`config.mk`:
```
export PLATFORM = sky130hd
export DESIGN_NAME = sprite_layer_display
export DESIGN_NICKNAME = d
export VERILOG_FILES = /design/src/rtl/sprite_pkg.sv /design/src/rtl/sprite_addr_gen.sv /design/src/rtl/sprite_layer_display.sv
export SDC_FILE = /design/constraint.sdc
export NUM_CORES = 1
export LEC_CHECK = 0
export ABC_CLOCK_PERIOD_IN_PS = 10400
export BUFFER_PORTS_ARGS = -buffer_cell sky130_fd_sc_hd__buf_2
export CAP_MARGIN = 40
export CORE_AREA = 2 2 238 240
export CTS_BUF_LIST = sky130_fd_sc_hd__clkbuf_4 sky130_fd_sc_hd__clkbuf_8 sky130_fd_sc_hd__clkbuf_16
export DETAILED_ROUTE_END_ITERATION = 16
export DIE_AREA = 0 0 240 242
export PLACE_DENSITY = 0.63
export SYNTH_ARGS = -nofsm -noshare
export SYNTH_HDL_FRONTEND = slang
export SYNTH_SLANG_ARGS = --single-unit
```
`constraint.sdc`:
```
create_clock -name clk -period 10.4 [get_ports clk]
set_input_delay 0.52 -clock clk [delete_from_list [all_inputs] [get_ports clk]]
set_output_delay 0.52 -clock clk [all_outputs]
set_load 0.01 [all_outputs]
```
`src/rtl/sprite_pkg.sv`:
```
// Shared types, pattern tables, palette and ROM image for the sprite layer.
// The ROM image is generated here by a pure function rather than loaded from
// a file, so the same image is available to synthesis and simulation.
package sprite_pkg;

    typedef enum logic [3:0] {
        INFO_FIELD = 4'h1,
        INFO_SWAP  = 4'hF
    } info_e;

    typedef enum logic [2:0] {
        TYPE_ATTR  = 3'b001,
        TYPE_X     = 3'b010,
        TYPE_Y     = 3'b011,
        TYPE_SHIFT = 3'b100
    } field_e;

    typedef enum logic {
        SWAP_IDLE    = 1'b0,
        SWAP_PENDING = 1'b1
    } swap_state_e;

    // Command bus word layout.
    typedef struct packed {
        logic [5:0]  sub_comp;
        logic [4:0]  child;
        logic [3:0]  info;
        logic [2:0]  typ;
        logic        pp_selc;
        logic [12:0] msg;
    } cmd_t;

    typedef struct packed {
        logic [15:0] base;
        logic [15:0] width;
        logic [15:0] height;
    } pattern_t;

    // Per-child state held in each bank.
    typedef struct packed {
        logic       vis;
        logic       flip;
        logic [9:0] x;
        logic [9:0] y;
        logic [9:0] shift;
        logic [4:0] pattern;
    } sprite_state_t;

    localparam int PAT_COUNT = 2;

    // Pattern 0: 16x16 at pixel 0; pattern 1: 8x16 at pixel 256.
    localparam pattern_t PAT_TABLE [PAT_COUNT] = '{
        '{16'd0,   16'd16, 16'd16},
        '{16'd256, 16'd8,  16'd16}
    };

    // Index 0 is transparent and never displayed.
    localparam logic [23:0] PALETTE [4] = '{
        24'h000000, 24'hff0000, 24'h00ff00, 24'h0000ff
    };

    // Out-of-range pattern codes map to a zero-size box that never hits.
    function automatic pattern_t get_pattern(input logic [4:0] code);
        pattern_t r;
        r = '0;
        for (int i = 0; i < PAT_COUNT; i++) begin
            if (int'(code) == i) r = PAT_TABLE[i];
        end
        return r;
    endfunction

    // 4-bit ROM word (two 2-bpp pixels) at word address word_addr.
    function automatic logic [3:0] rom_word(input logic [14:0] word_addr);
        return 4'(word_addr * 15'd5 + 15'd3 + (word_addr >> 3));
    endfunction

endpackage

```
`src/rtl/sprite_addr_gen.sv`:
```
// Per-child lane: box test against the current pixel and ROM pixel address.
module sprite_addr_gen
    import sprite_pkg::*;
#(
    parameter logic [15:0] ADDR_LIMIT = 16'd384
) (
    input  sprite_state_t st,
    input  logic [9:0]    hcount,
    input  logic [9:0]    vcount,
    output logic [15:0]   addr,
    output logic          hit
);

    pattern_t    pat;
    logic [15:0] dx;
    logic [15:0] dy;
    logic [15:0] col;
    logic        in_x;
    logic        in_y;

    // Offsets are only meaningful once hcount>=x / vcount>=y, which the box test checks first.
    always_comb begin
        pat  = get_pattern(st.pattern);
        dx   = {6'b0, hcount} - {6'b0, st.x};
        dy   = {6'b0, vcount} - {6'b0, st.y};
        in_x = (hcount >= st.x) && (dx < pat.width);
        in_y = (vcount >= st.y) && (dy < pat.height);
        col  = st.flip ? (pat.width - 16'd1 - dx) : dx;
        addr = pat.base + (dy * pat.width) + col + {6'b0, st.shift};
        hit  = st.vis && in_x && in_y && (addr < ADDR_LIMIT);
    end

endmodule

```
`src/rtl/sprite_layer_display.sv`:
```
// Sprite layer renderer: ping/pong state banks written over the command bus,
// frame-synchronised bank swap, 2-stage pixel pipeline.
// Optional macro SPRITE_COLLISION_EN adds the sticky sprite-overlap flag;
// without it the collision port is tied low.
//
// Swap FSM
//   state        | meaning
//   SWAP_IDLE    | no swap waiting; a request on the swap cycle applies at once
//   SWAP_PENDING | swap to sel_q waits for vcount==SWAP_LINE, hcount==0
module sprite_layer_display
    import sprite_pkg::*;
#(
    parameter logic [5:0]  SUB_COMP_ID = 6'd5,
    parameter int          CHILD_LIMIT = 4,
    parameter int          PATTERN_NUM = 2,
    parameter logic [15:0] ADDR_LIMIT  = 16'd384,
    parameter logic [9:0]  SWAP_LINE   = 10'd480,
    parameter logic [23:0] BG_COLOR    = 24'h9290ff
) (
    input  logic        clk,
    input  logic        reset,
    input  logic        write,
    input  logic [31:0] writedata,
    input  logic [9:0]  hcount,
    input  logic [9:0]  vcount,
    output logic [23:0] RGB_output,
    output logic        collision
);

    cmd_t          cmd;
    logic          swap_req;
    logic          field_wr;
    logic          swap_point;
    logic          unused_msg_bit;

    swap_state_e   state_q, state_d;
    logic          sel_q, sel_d;
    logic          apply;
    logic          apply_sel;

    sprite_state_t bank [2][CHILD_LIMIT];
    logic          active;

    logic [15:0]   lane_addr [CHILD_LIMIT];
    logic          lane_hit  [CHILD_LIMIT];
    logic [15:0]   s1_addr   [CHILD_LIMIT];
    logic          s1_hit    [CHILD_LIMIT];

    logic [3:0]             word;
    logic [1:0]             idx;
    logic [CHILD_LIMIT-1:0] opaque;
    logic                   found;
    logic [23:0]            px_color;

    assign cmd            = cmd_t'(writedata);
    assign swap_req       = write && (cmd.info == INFO_SWAP);
    assign field_wr       = write && (cmd.info == INFO_FIELD) && (cmd.sub_comp == SUB_COMP_ID)
                            && (int'(cmd.child) < CHILD_LIMIT);
    assign swap_point     = (vcount == SWAP_LINE) && (hcount == 10'd0);
    // msg[10] carries no field for any command type.
    assign unused_msg_bit = cmd.msg[10];

    // Swap FSM state register.
    always_ff @(posedge clk) begin
        if (reset) begin
            state_q <= SWAP_IDLE;
            sel_q   <= 1'b0;
        end else begin
            state_q <= state_d;
            sel_q   <= sel_d;
        end
    end

    // Swap FSM next state; a request landing on the swap cycle wins over an older one.
    always_comb begin
        state_d   = state_q;
        sel_d     = sel_q;
        apply     = 1'b0;
        apply_sel = sel_q;
        case (state_q)
            SWAP_IDLE: begin
                if (swap_req) begin
                    if (swap_point) begin
                        apply     = 1'b1;
                        apply_sel = cmd.pp_selc;
                    end else begin
                        state_d = SWAP_PENDING;
                        sel_d   = cmd.pp_selc;
                    end
                end
            end
            SWAP_PENDING: begin
                if (swap_point) begin
                    apply     = 1'b1;
                    apply_sel = swap_req ? cmd.pp_selc : sel_q;
                    state_d   = SWAP_IDLE;
                end else if (swap_req) begin
                    sel_d = cmd.pp_selc;
                end
            end
            default: state_d = SWAP_IDLE;
        endcase
    end

    // Bank state: field writes, then swap clear of the retiring bank (clear wins on vis).
    always_ff @(posedge clk) begin
        if (reset) begin
            active <= 1'b0;
            for (int b = 0; b < 2; b++) begin
                for (int c = 0; c < CHILD_LIMIT; c++) begin
                    bank[b][c] <= '0;
                end
            end
        end else begin
            for (int c = 0; c < CHILD_LIMIT; c++) begin
                if (field_wr && (int'(cmd.child) == c)) begin
                    case (cmd.typ)
                        TYPE_ATTR: begin
                            bank[cmd.pp_selc][c].vis  <= cmd.msg[12];
                            bank[cmd.pp_selc][c].flip <= cmd.msg[11];
                            if (int'(cmd.msg[4:0]) < PATTERN_NUM) begin
                                bank[cmd.pp_selc][c].pattern <= cmd.msg[4:0];
                            end
                        end
                        TYPE_X:     bank[cmd.pp_selc][c].x     <= cmd.msg[9:0];
                        TYPE_Y:     bank[cmd.pp_selc][c].y     <= cmd.msg[9:0];
                        TYPE_SHIFT: bank[cmd.pp_selc][c].shift <= cmd.msg[9:0];
                        default: ;
                    endcase
                end
            end
            if (apply) begin
                active <= apply_sel;
                for (int c = 0; c < CHILD_LIMIT; c++) begin
                    bank[~apply_sel][c].vis <= 1'b0;
                end
            end
        end
    end

    genvar g;
    generate
        for (g = 0; g < CHILD_LIMIT; g++) begin : g_lane
            sprite_addr_gen #(
                .ADDR_LIMIT(ADDR_LIMIT)
            ) u_addr_gen (
                .st    (bank[active][g]),
                .hcount(hcount),
                .vcount(vcount),
                .addr  (lane_addr[g]),
                .hit   (lane_hit[g])
            );
        end
    endgenerate

    // Stage 1: register per-child address and hit.
    always_ff @(posedge clk) begin
        if (reset) begin
            for (int c = 0; c < CHILD_LIMIT; c++) begin
                s1_addr[c] <= '0;
                s1_hit[c]  <= 1'b0;
            end
        end else begin
            for (int c = 0; c < CHILD_LIMIT; c++) begin
                s1_addr[c] <= lane_addr[c];
                s1_hit[c]  <= lane_hit[c];
            end
        end
    end

    // ROM lookup and priority: lowest opaque child wins.
    always_comb begin
        px_color = BG_COLOR;
        found    = 1'b0;
        opaque   = '0;
        word     = '0;
        idx      = '0;
        for (int c = 0; c < CHILD_LIMIT; c++) begin
            word      = rom_word(s1_addr[c][15:1]);
            idx       = s1_addr[c][0] ? word[3:2] : word[1:0];
            opaque[c] = s1_hit[c] && (idx != 2'd0);
            if (opaque[c] && !found) begin
                found    = 1'b1;
                px_color = PALETTE[idx];
            end
        end
    end

    // Stage 2: registered pixel output.
    always_ff @(posedge clk) begin
        if (reset) RGB_output <= BG_COLOR;
        else       RGB_output <= px_color;
    end

`ifdef SPRITE_COLLISION_EN
    logic multi_hit;
    logic coll_q;

    // Two or more opaque children on the same pixel.
    always_comb begin
        multi_hit = 1'b0;
        for (int a = 0; a < CHILD_LIMIT; a++) begin
            for (int b = a + 1; b < CHILD_LIMIT; b++) begin
                if (opaque[a] && opaque[b]) multi_hit = 1'b1;
            end
        end
    end

    // Sticky flag; a bank swap starts a fresh detection window.
    always_ff @(posedge clk) begin
        if (reset)          coll_q <= 1'b0;
        else if (apply)     coll_q <= 1'b0;
        else if (multi_hit) coll_q <= 1'b1;
    end

    assign collision = coll_q;
`else
    assign collision = 1'b0;
`endif

endmodule

```
== Word-level counts from Yosys, hierarchy flattened ==
Memory sizes are Yosys's and may differ from the RTL's. A register that Yosys moved wholly into a read port is not among the register bits.
Index checks and enable logic that the tools add are counted.
Word-level totals
  bits in registers: 27
  memory bits (writable): 364
  memories kept: 3
  word-level logic and storage cells: 299
  input port bits: 55
  output and inout bits: 25
Operators by class
  reductions and logical operators: 52
  order comparisons: 26
  multipliers: 8
  add/subtract/negate cells: 36
  equality and inequality tests: 18
  bitwise gates (word level): 14
  mux-type cells: 138
Memory list
  bank: depth 2, bits a word 148, rd ports 1, clocked after Yosys merged registers in 1, write ports 2, RTL line sprite_layer_display.sv:41  | sprite_state_t bank [2][CHILD_LIMIT];
  s1_addr: depth 4, bits a word 16, rd ports 4, clocked after Yosys merged registers in 0, write ports 4, RTL line sprite_layer_display.sv:46  | logic [15:0] s1_addr [CHILD_LIMIT];
  s1_hit: depth 4, bits a word 1, rd ports 4, clocked after Yosys merged registers in 0, write ports 4, RTL line sprite_layer_display.sv:47  | logic s1_hit [CHILD_LIMIT];
Operators by type and width (number)
  148-bit two-way mux: 2
  148-bit OR reduction: 2
  24-bit two-way mux: 12
  24-bit binary-select mux with 2-bit select: 4
  41-bit two-way mux: 4
  16-bit < comparator: 8
  16-bit two-way mux: 8
  1-bit two-way mux: 94
  10-bit by 10-bit subtractor with 11-bit output: 8
  21-bit two-way mux: 4
  10-bit greater-or-equal comparator: 8
  16-bit by 10-bit adder with 16-bit output: 4
  16-bit adder: 4
  9-bit by 16-bit adder with 16-bit output: 4
  16-bit by 9-bit < comparator with 1-bit output, second input constant: 4
  16-bit by 16-bit multiplier with 16-bit output: 4
  16-bit by 1-bit subtractor with 16-bit output, second input constant: 4
  16-bit subtractor: 4
  15-bit by 3-bit multiplier with 4-bit output, second input constant: 4
  1-bit logical AND: 36
  5-bit by 2-bit equality test with 1-bit output, second input constant: 5
  5-bit zero test: 5
  20-bit two-way mux: 1
  4-bit by 2-bit adder with 4-bit output, second input constant: 4
  22 further kinds: 55

== Longest topological paths before layout ==
An unclocked memory read counts as a cell.
  depth after elaboration: 17
  depth in mapped cells: 37
  gate-level depth less buffers: 32

== By module ==
A second synthesis with hierarchy kept.
Second synthesis, totals
  cells, all modules: 2713
  area total of the unflattened synthesis: 28319.7 sq um
By module, submodules not included
  sprite_layer_display: cells an instance 1054, instances 1, seq. area each 9709.3 sq um, area each 14915.6 sq um
  sprite_addr_gen (g_lane[1].u_addr_gen): cells an instance 430, instances 1, seq. area each 0.0 sq um, area each 3509.6 sq um
  sprite_addr_gen (g_lane[0].u_addr_gen): cells an instance 413, instances 1, seq. area each 0.0 sq um, area each 3352.0 sq um
  sprite_addr_gen (g_lane[3].u_addr_gen): cells an instance 405, instances 1, seq. area each 0.0 sq um, area each 3284.4 sq um
  sprite_addr_gen (g_lane[2].u_addr_gen): cells an instance 411, instances 1, seq. area each 0.0 sq um, area each 3258.1 sq um

== Worst setup path before layout ==
OpenSTA, ideal clock, no wires.
  path type: flip-flop to flip-flop
  start: reg (tool-made name)
  end: mem s1_hit[2]
  data arrival time: 9269 ps
  setup slack: 1028 ps
  period minus slack after synthesis: 9372 ps
  setup time: 103 ps
  cell stages (with the launch flop): 38
  required time: 10297 ps
  path through: dfxtp_1 buf_2 buf_1 clkbuf_1 buf_2 clkbuf_1 mux2i_1 inv_1 fa_1 nor2b_1 o21ai_0 nand2b_1 xnor2_1 inv_1 fa_1 or2_2 o21ai_0 xnor2_1 [... 2 more ...] inv_1 fa_1 fa_1 inv_1 ha_1 inv_1 fa_1 inv_1 ha_1 buf_6 xnor2_2 nor2_1 or4_1 or4_1 a2111oi_2 nand4_1 or4_1 a2111oi_2
RTL lines (RTL line)
  end: declaration: sprite_layer_display.sv:47

==> insert_results.sql <==
INSERT INTO impl_metrics (metric_group, metric, value, unit) VALUES
('critical_path', 'crit-reg2reg-capture', 's1_hit[0]', ''),
('drt', 'drt_iter0_markers', '1617', ''),
('logic_synthesis', 'synth.lib_cells_used.distinct', '77', ''),
('cts', 'number_of_buffers_created_by_cts', '39', ''),
('critical_path', 'startpoint_type', 'register', ''),
('drt', 'drc', '0', ''),
('sta', 'relSlewSlack', '0.288', ''),
('sta', 'layout_worst_path_cycle_share', '0.872', ''),
('sta', 'layout_min_cycle_time', '9070', 'ps'),
('global_routing', 'pin_count_of_the_biggest_net_entering_global_routing', '76', ''),
('floorplan', 'floorplan.die_area', '58100', 'um^2'),
('floorplan', 'placement_rows', '87', ''),
('power', 'maximum_vdd_drop', '0.129', 'mV'),
('logic_synthesis', 'synth_edf_count', '288', ''),
('critical_path', 'critical_path.most_common_cell', 'ha_1', ''),
('cts', 'clock_tree.root_cell', 'clkbuf_16', ''),
('sta', 'timing_hold_violations_final', '0', ''),
('layout', 'nets', '3354', ''),
('drt', 'antenna_left', '0', ''),
('layout', 'insertedDiodeCount', '0', ''),
('logic_synthesis', 'synth.avg_cell_area', '10.3', 'um^2'),
('cts', 'clock-sinks', '341', ''),
('floorplan', 'die_width', '240', 'um'),
('hold_path', 'hold_path.class', 'input port to register', ''),
('critical_path', 'cp.required', '10850', 'ps'),
('sta', 'timing.clock.skew', '17.4', 'ps'),
('cts', 'clk_latency', '580', 'ps'),
('floorplan', 'fp.coreArea', '55700', 'um^2'),
('layout', 'instances_no_fill', '3559', ''),
('place', 'dp_hpwl', '56.3', 'mm'),
('cts', 'cts_hold_buf', '0', ''),
('floorplan', 'start_util', '0.495', ''),
('layout', 'nFillCells', '4969', ''),
('cts', 'cts_tree', 'built', ''),
('global_routing', 'global_route.overflow_total', '0', ''),
('layout', 'multi_input_area', '16300', 'um^2'),
('critical_path', 'max_stage_delay', '770', 'ps'),
('sta', 'final_max_slew_viol_count', '0', ''),
('logic_synthesis', 'ys.warnings.count', '0', ''),
('drt', 'first_pass_iters', '6', ''),
('place', 'place.port_buffers', '77', ''),
('logic_synthesis', 'yosysSeqAreaShare', '0.352', ''),
('sta', 'setup_viol', '0', ''),
('critical_path', 'critPathArrivalTime', '9520', 'ps'),
('logic_synthesis', 'yosys.area.top_type_share', '0.313', ''),
('floorplan', 'die_h', '242', 'um'),
('floorplan', 'io-pin-count', '80', ''),
('logic_synthesis', 'synthFlopType', 'edfxtp_1', ''),
('critical_path', 'crit_path_top_delay_cell', 'dfxtp_4', ''),
('cts', 'clockBufferDepth', '3', ''),
('drt', 'routed_wirelength', '74.7', 'mm'),
('critical_path', 'worstPathMaxFanout', '75', ''),
('cts', 'cts.clk_slew.worst_paths', '70', 'ps'),
('logic_synthesis', 'syn-cell-area', '27600', 'um^2'),
('logic_synthesis', 'number_of_instances_in_the_synthesized_netlist', '2691', ''),
('drt', 'routedWlPerCell', '21.0', 'um'),
('logic_synthesis', 'proportion_of_synthesized_flip_flops_having_asynchronous_set_or_reset', '0', ''),
('place', 'gp_congestion', '0.970', ''),
('layout', 'commonest_non_fill_non_tap_cells_in_the_layout', '431 x ha_1, 335 x inv_1, 288 x edfxtp_1', ''),
('power', 'power.density_cell_area', '166', 'nW/um^2'),
('cts', 'cts_post_setup_buffers_inserted', '0', ''),
('layout', 'mostFrequentLayoutCell', 'ha_1', ''),
('drt', 'drt_via_density', '5.62', ''),
('layout', 'flow.area_growth_from_synthesis', '9.10', '%'),
('cts', 'h-tree-depth', '2', ''),
('sta', 'setup_tns', '0', 'ps'),
('global_routing', 'grt_pass1_wl', '113', 'mm'),
('critical_path', 'critical_path.endpoint', 's1_hit[0]', ''),
('sta', 'worstMarginPinSlew', '1060', 'ps'),
('global_routing', 'track_usage', '0.260', ''),
('outcome', 'run_status', 'finished clean', '');
-- through the flow --
stage	hold slack (ps)	area, um^2	setup WS, ps	utilization	power, mW
after global routing	289	30100	750	0.540	5.37
after global placement	463	28800	1440	0.516	3.61
after CTS	261	30100	1260	0.540	5.04
after floorplan	443	27700	1030	-	3.17
after detailed placement	472	28800	1310	0.517	3.66
final	294	30100	1330	0.540	5.00
-- worst min-delay path by stage --
stage | startpoint | endpoint | cells after the start
finish | writedata[12] | bank[0][110] | 3
global route | writedata[12] | bank[0][147] | 3
CTS | writedata[12] | bank[0][110] | 3
detailed placement | bank[0][73] | bank[0][73] | 2
global placement | bank[0][73] | bank[0][73] | 2
floorplan | bank[0][73] | bank[0][73] | 2
-- report_power, final --
part           leakage [nW]  internal [mW]  total (mW)  switching, mW
clock network         0.633          0.773        1.36          0.587
logic                  9.22          0.843        2.01           1.16
registers              3.18           1.58        1.63         0.0467
total                  13.0           3.20        5.00           1.80
-- synthesized netlist by cell type, drive strengths merged (47+ instances only) --
master,n
and2,66
mux2i,103
mux2,49
xnor2,116
edfxtp,288
inv,335
a21oi,88
nand2,131
clkbuf,58
dfxtp,53
o21ai,83
nor2,286
ha,431
nor2b,47
fa,96
-- critical path, delay by kind of cell, from the launching register on --
kind                       cells  cell delay (ps)
xor gates and xnor gates       3              560
AOI/OAI and AO/OA              6             1180
adders and majority gates     10             3680
buffers and inverters          5              680
and+or+nand+nor                7             1620
muxes                          1              400
DFF                            1              770
-- routing by layer --
metal	track usage	wire [um]	vias up
met3	0.0620	6600	152
met4	0.0924	2850	2
li1	-	-	9463
met1	0.337	30600	9638
met2	0.423	34600	760
met5	0.000842	16	-
-- area by class of cell --
class	count	share of cell area
Timing Repair Buffer	109	0.0217
Inverter	335	0.0418
Clock buffer	51	0.0362
Multi-Input combinational cell	1946	0.541
Sequential cell	341	0.323
Clock inverter	21	0.00532
Tap cell	756	0.0314
-- registers in the layout, indices dropped and copies added (netlist names), named ones only --
signal / cells
bank: 296
active: 1
s1_hit: 4
state_q: 1
sel_q: 1
RGB_output: 5
s1_addr: 32
-- cell families (layout without fill, tap and decap cells) --
logic type      after synthesis  in the layout  share of synthesized area
compound gates              352            352                     0.0832
xor+xnor                    164            164                     0.0533
fa+ha+maj                   527            527                      0.265
buf+inv                     424            516                     0.0608
flops                       341            341                      0.352
mux                         152            152                     0.0574
other cells                   1             21                   0.000136
simple gates                730            730                      0.128
Power figures use the tool's default switching activity.
